## config.mk

```make
export PLATFORM = sky130hd
export DESIGN_NAME = step_controller
export DESIGN_NICKNAME = d
export VERILOG_FILES = /design/src/rtl/step_ctrl_pkg.sv /design/src/rtl/debouncer.sv /design/src/rtl/step_controller.sv
export SDC_FILE = /design/constraint.sdc
export NUM_CORES = 1
export LEC_CHECK = 0
export CAP_MARGIN = 20
export CORE_ASPECT_RATIO = 0.6
export CORE_MARGIN = 2
export CORE_UTILIZATION = 55
export DETAILED_ROUTE_END_ITERATION = 8
export PLACE_DENSITY = 0.71
export SKIP_CTS_REPAIR_TIMING = 1
export SYNTH_ARGS = -nofsm -noshare
export SYNTH_HDL_FRONTEND = slang
export SYNTH_SLANG_ARGS = --single-unit
```

## constraint.sdc

```tcl
create_clock -name clk -period 23.1 [get_ports clk]
set_input_delay 6.93 -clock clk [delete_from_list [all_inputs] [get_ports clk]]
set_output_delay 6.93 -clock clk [all_outputs]
set_load 0.05 [all_outputs]
```

## src/rtl/step_ctrl_pkg.sv

```systemverilog
// Shared types and helpers for the CPU step controller.
package step_ctrl_pkg;

    typedef enum logic [1:0] {
        HALT = 2'd0,
        RUN  = 2'd1,
        STEP = 2'd2
    } state_e;

    localparam int unsigned Rate1Hz   = 1;
    localparam int unsigned Rate10Hz  = 10;
    localparam int unsigned Rate100Hz = 100;
    localparam int unsigned Rate1kHz  = 1000;

    // Clock cycles between instruction enables for a rate select; never below one.
    function automatic int unsigned period_of(input logic [1:0] speed_sel,
                                              input int unsigned clk_hz);
        int unsigned rate;
        int unsigned period;
        case (speed_sel)
            2'd0:    rate = Rate1Hz;
            2'd1:    rate = Rate10Hz;
            2'd2:    rate = Rate100Hz;
            default: rate = Rate1kHz;
        endcase
        period = clk_hz / rate;
        return (period == 32'd0) ? 32'd1 : period;
    endfunction

endpackage

```

## src/rtl/debouncer.sv

```systemverilog
// Two-flop synchronizer followed by a stability counter: the output only follows
// the synchronized input after CYCLES consecutive samples at the new level.
module debouncer #(
    parameter int unsigned CYCLES = 100_000
) (
    input  logic clk,
    input  logic n_reset,
    input  logic d_in,
    output logic d_out
);

    localparam int unsigned CntW = (CYCLES > 1) ? $clog2(CYCLES) : 1;
    localparam logic [CntW-1:0] CntLast = CntW'(CYCLES - 1);

    logic [1:0]      sync_q;
    logic [CntW-1:0] cnt_q, cnt_d;
    logic            out_q, out_d;

    // Bring the raw asynchronous input into the clock domain.
    always_ff @(posedge clk or negedge n_reset) begin
        if (!n_reset) begin
            sync_q <= 2'b00;
        end else begin
            sync_q <= {sync_q[0], d_in};
        end
    end

    // Count samples disagreeing with the accepted level; any agreeing sample restarts the count.
    always_comb begin
        cnt_d = '0;
        out_d = out_q;
        if (sync_q[1] != out_q) begin
            if (cnt_q == CntLast) begin
                out_d = sync_q[1];
            end else begin
                cnt_d = cnt_q + 1'b1;
            end
        end
    end

    // Stability counter and accepted level.
    always_ff @(posedge clk or negedge n_reset) begin
        if (!n_reset) begin
            cnt_q <= '0;
            out_q <= 1'b0;
        end else begin
            cnt_q <= cnt_d;
            out_q <= out_d;
        end
    end

    assign d_out = out_q;

endmodule

```

## src/rtl/step_controller.sv

```systemverilog
// Execution controller for the 4-bit CPU: halts, free-runs at a selectable rate,
// or single-steps from a push button, issuing a one-cycle cpu_en per instruction.
module step_controller
    import step_ctrl_pkg::*;
#(
    parameter int unsigned CLK_HZ          = 10_000_000,
    parameter int unsigned DEBOUNCE_CYCLES = 100_000
) (
    input  logic       clk,
    input  logic       n_reset,
    input  logic       run_sw,
    input  logic       step_btn,
    input  logic [1:0] speed_sel,
    input  logic       cpu_halt,
    output logic       cpu_en,
    output logic       running,
    output logic [7:0] step_count
);

    // Wide enough for the slowest period's terminal value, CLK_HZ - 1.
    localparam int unsigned RateW = (CLK_HZ > 1) ? $clog2(CLK_HZ) : 1;

    logic       run_db, step_db;
    logic       step_db_q, step_rise_q;
    logic [1:0] spd_meta_q, spd_sync_q, spd_last_q;
    logic       spd_chg;

    int unsigned period;
    logic        rate_term;

    state_e           state_q, state_d;
    logic [RateW-1:0] rate_cnt_q, rate_cnt_d;
    logic             cpu_en_q, cpu_en_d;
    logic             running_q, running_d;
    logic [7:0]       step_count_q, step_count_d;
    logic             halt_lock_q, halt_lock_d;

    debouncer #(
        .CYCLES (DEBOUNCE_CYCLES)
    ) u_run_db (
        .clk     (clk),
        .n_reset (n_reset),
        .d_in    (run_sw),
        .d_out   (run_db)
    );

    debouncer #(
        .CYCLES (DEBOUNCE_CYCLES)
    ) u_step_db (
        .clk     (clk),
        .n_reset (n_reset),
        .d_in    (step_btn),
        .d_out   (step_db)
    );

    // Rate select needs no debounce, only synchronization plus a copy to spot changes.
    always_ff @(posedge clk or negedge n_reset) begin
        if (!n_reset) begin
            spd_meta_q <= 2'b00;
            spd_sync_q <= 2'b00;
            spd_last_q <= 2'b00;
        end else begin
            spd_meta_q <= speed_sel;
            spd_sync_q <= spd_meta_q;
            spd_last_q <= spd_sync_q;
        end
    end

    // Registered rising edge of the debounced step button.
    always_ff @(posedge clk or negedge n_reset) begin
        if (!n_reset) begin
            step_db_q   <= 1'b0;
            step_rise_q <= 1'b0;
        end else begin
            step_db_q   <= step_db;
            step_rise_q <= step_db & ~step_db_q;
        end
    end

    assign spd_chg   = (spd_sync_q != spd_last_q);
    assign period    = period_of(spd_sync_q, CLK_HZ);
    assign rate_term = (32'(rate_cnt_q) >= period - 32'd1);

    // FSM state register.
    always_ff @(posedge clk or negedge n_reset) begin
        if (!n_reset) begin
            state_q <= HALT;
        end else begin
            state_q <= state_d;
        end
    end

    // FSM next state; cpu_halt outranks the run switch.
    always_comb begin
        state_d = state_q;
        unique case (state_q)
            HALT: begin
                if (run_db && !halt_lock_q && !cpu_halt) begin
                    state_d = RUN;
                end else if (step_rise_q && !cpu_halt) begin
                    state_d = STEP;
                end
            end
            STEP:    state_d = HALT;
            RUN: begin
                if (cpu_halt || !run_db) begin
                    state_d = HALT;
                end
            end
            default: state_d = HALT;
        endcase
    end

    // Next values of the registered outputs, rate counter and halt lock.
    always_comb begin
        cpu_en_d    = 1'b0;
        running_d   = (state_d == RUN);
        halt_lock_d = halt_lock_q;
        rate_cnt_d  = '0;
        case (state_q)
            HALT: begin
                if (!run_db) begin
                    halt_lock_d = 1'b0;
                end
                cpu_en_d = (state_d == STEP);
            end
            RUN: begin
                if (cpu_halt) begin
                    halt_lock_d = 1'b1;
                end else if (run_db) begin
                    // A new rate restarts the count so the next pulse is a full new period away.
                    if (spd_chg) begin
                        rate_cnt_d = '0;
                    end else if (rate_term) begin
                        cpu_en_d   = 1'b1;
                        rate_cnt_d = '0;
                    end else begin
                        rate_cnt_d = rate_cnt_q + 1'b1;
                    end
                end
            end
            default: ;
        endcase
        step_count_d = step_count_q + {7'd0, cpu_en_d};
    end

    // Output and datapath registers.
    always_ff @(posedge clk or negedge n_reset) begin
        if (!n_reset) begin
            rate_cnt_q   <= '0;
            cpu_en_q     <= 1'b0;
            running_q    <= 1'b0;
            step_count_q <= 8'd0;
            halt_lock_q  <= 1'b0;
        end else begin
            rate_cnt_q   <= rate_cnt_d;
            cpu_en_q     <= cpu_en_d;
            running_q    <= running_d;
            step_count_q <= step_count_d;
            halt_lock_q  <= halt_lock_d;
        end
    end

    assign cpu_en     = cpu_en_q;
    assign running    = running_q;
    assign step_count = step_count_q;

endmodule

```

==> out/qor.yml <==
max_slew_margin: 0.348
cts_htree_levels: 3
hold_viol: 0
clock_power_share: 0.366
synth_cells: 797
clkSinkCount: 85
die_w_um: 149
synth_edf_count: 0
rsz0062_at_grt: "no"
drcViolationCount: 0
placed_cell_area_um2: 7250
hold_class: "flip-flop to flip-flop"
antennaDiodeCount: 0
die-area_um2: 13600
whs_path_depth: 0
status: "finished, final reports clean"
critPathMaxStageDelay_ns: 0.65
die_y_um: 91.0
ys_seq_elements: 85
worst_setup_path_end_kind: "flip-flop"
max_clock_freq_mhz: 100
synth_ff_type: "dfrtp_1"
clock_latency_ns: 0.34
startpoint_type: "flip-flop"
io_buffers: 16
yosysTopAreaCellShare: 0.306
grt_antenna_before_repair: 0
yosysSeqAreaShare: 0.306
vias_per_cell: 6.46
routed_wl_um: 19200
grt_pass1_vias: 5791
firstDrtPassIters: 7
power_frac_seq: 0.400
r2r_cells: 41
final_cell_mix: "nor2_1, dfrtp_1, nand2_1, ha_1, a21oi_1"
post-route-cell-area_um2: 7560
max_slew.worst_pin.slew_ns: 0.978
swShare: 0.301
post-place-ws_ns: 13.28
required_ns: 23.32
finalSetupViolCount: 0
critPathKind: "flip-flop to flip-flop"
cellPowerDensity_nw_per_um2: 50.4
fin_hold_ws_ns: 0.348
crit_slowest_cell: "o21ai_0"
synth_area_leaders: "dfrtp_1, ha_1, nor2_1"
synthDistinctLibCells: 89
synth.net_count: 861
crit_arrival_ns: 10.20
grt_use_total: 0.287
max_cap_viol_count: 0
fp.coreArea_um2: 12200
io_pins: 17
numCtsBuffers: 9
stdcell_count: 969
min_period_over_period: 0.432
dp_hpwl_um: 14400
ys_warn_count: 0
final_nets: 865
via_count: 6257
comb_power_share: 0.234
overflow: 0
synth_largest_area_cell: "dfrtp_1"
final.setup.tns_ns: 0
peakVddDrop_uv: 44.9
layout_commonest_cell: "nor2_1"
synth_area_um2: 6940
drt_iter0_drc: 819
switchingPower_mw: 0.115
ant_nets: 0
fin_ws_ns: 13.12
wire_per_inst_um: 19.8
grt_max_degree: 86
p_int_mw: 0.266
clk_path_buf_depth: 2
synth.avg_cell_area_um2: 8.71
worst_path_most_repeated_cell: "ha_1"
cp_max_fo: 39
row_count: 31
clock-root-buffer: "clkbuf_16"
clk_pin_slew_worst_paths_ns: 0.06
drv_slew: 0
gp_congestion: 0.996
place_inst: 954
leakagePower_nw: 3.22
finalClockSkew_ns: 0.00677
drive_above_1_share: 0.0858
cts_tree: "built"
min_period_ns: 9.98
start_util: 0.570
async_flop_share: 1.00
grt_pass1_wl_um: 30900
areaGrowthSynthToFinish_pct: 8.85
## final timing paths
kind / from / to / slack [ns]
worst max-delay path: spd_sync_q[1]$_DFF_PN0_ / step_count[6]$_DFF_PN0_ / 13.12
worst min-delay path: u_run_db.sync_q[0]$_DFF_PN0_ / u_run_db.sync_q[1]$_DFF_PN0_ / 0.35
worst max register to register: spd_sync_q[1]$_DFF_PN0_ / step_count[6]$_DFF_PN0_ / 13.12
worst min register to register: u_run_db.sync_q[0]$_DFF_PN0_ / u_run_db.sync_q[1]$_DFF_PN0_ / 0.35
max in group asynchronous: n_reset / rate_cnt_q[5]$_DFF_PN0_ / 16.04
min in group asynchronous: n_reset / u_step_db.sync_q[0]$_DFF_PN0_ / 6.44
## sequential cells by signal, indices dropped and copies added (netlist names), 2 cells and up
signal            flops
u_run_db.sync_q       2
u_step_db.cnt_q      17
spd_last_q            2
u_run_db.cnt_q       17
spd_sync_q            2
step_count            8
u_step_db.sync_q      2
rate_cnt_q           24
state_q               2
spd_meta_q            2
## power groups by stage
stage	clock network [mW]	registers, mW	logic (mW)
after floorplan	0	0.155	0.0608
after global placement	0	0.155	0.0828
after detailed placement	0	0.155	0.0838
after CTS	0.141	0.152	0.0844
after global routing	0.148	0.153	0.0960
final	0.139	0.152	0.0891
## area by class of cell
type                    instances  area [um^2]
inverters                      28          105
flip-flops and latches         85         2130
clock inverters                 2         35.0
repair buffers                 25          285
well taps                     165          206
fillers                      1032         4620
multi-input cells             652         4550
clock buffers                  12          246
## layer usage
| layer | share of wire | vias to the layer above | global-route usage | wire (um) |
|---|---|---|---|---|
| li1 | - | 2914 | - | - |
| met1 | 0.48 | 2990 | 0.455 | 9210 |
| met2 | 0.39 | 332 | 0.367 | 7410 |
| met3 | 0.13 | 21 | 0.112 | 2430 |
| met4 | 0.0069 | 0 | 0.0405 | 133 |
| met5 | 0 | - | 0 | 0 |
## synth_stat cells (4+ instances only)
| library cell | number |
|---|---|
| nor2_1 | 91 |
| dfrtp_1 | 85 |
| nand2_1 | 62 |
| ha_1 | 57 |
| a21oi_1 | 38 |
| nand3_1 | 36 |
| o21ai_0 | 36 |
| xor2_1 | 36 |
| xnor2_1 | 30 |
| inv_1 | 27 |
| a21oi_2 | 21 |
| and3_1 | 21 |
| clkbuf_1 | 19 |
| nand4_1 | 16 |
| nand2b_1 | 13 |
| nor3_1 | 13 |
| nor2b_1 | 12 |
| o211ai_1 | 10 |
| mux2i_1 | 9 |
| a211o_1 | 7 |
| a211oi_1 | 7 |
| buf_2 | 7 |
| a21o_1 | 6 |
| and4_1 | 6 |
| o31ai_1 | 6 |
| a31oi_1 | 5 |
| o21a_1 | 5 |
| o311ai_1 | 5 |
| or3_1 | 5 |
| a311o_1 | 4 |
| and2_1 | 4 |
| buf_6 | 4 |
| nor3b_1 | 4 |
| nor4_1 | 4 |
| o311a_1 | 4 |
| or2_2 | 4 |
## stage by stage
stage / utilization / power (mW)
detailed placement: 0.595 / 0.239
global placement: 0.591 / 0.238
CTS: 0.618 / 0.378
finish: 0.620 / 0.381
global route: 0.620 / 0.397
floorplan: - / 0.215
## kinds of logic after synthesis
group / after synthesis / share of synthesized area
AO/OA/AOI/OAI: 203 / 0.218
XOR/XNOR: 66 / 0.0833
AND/OR/NAND/NOR: 312 / 0.231
adder cells (fa/ha/maj): 57 / 0.103
flip-flops: 85 / 0.306
other: 1 / 0.000540
multiplexers: 13 / 0.0195
buffers and inverters: 60 / 0.0380
## critical path, delay by kind of cell (launching register included)
family          cells  cell delay, ns
flops               1            0.47
buf+inv             4            0.87
compound gates     18            4.54
mux                 2            0.39
xor+xnor            2            0.28
simple gates        7            1.12
fa+ha+maj           8            2.18
Note: power is estimated with default switching activity, not from simulation.
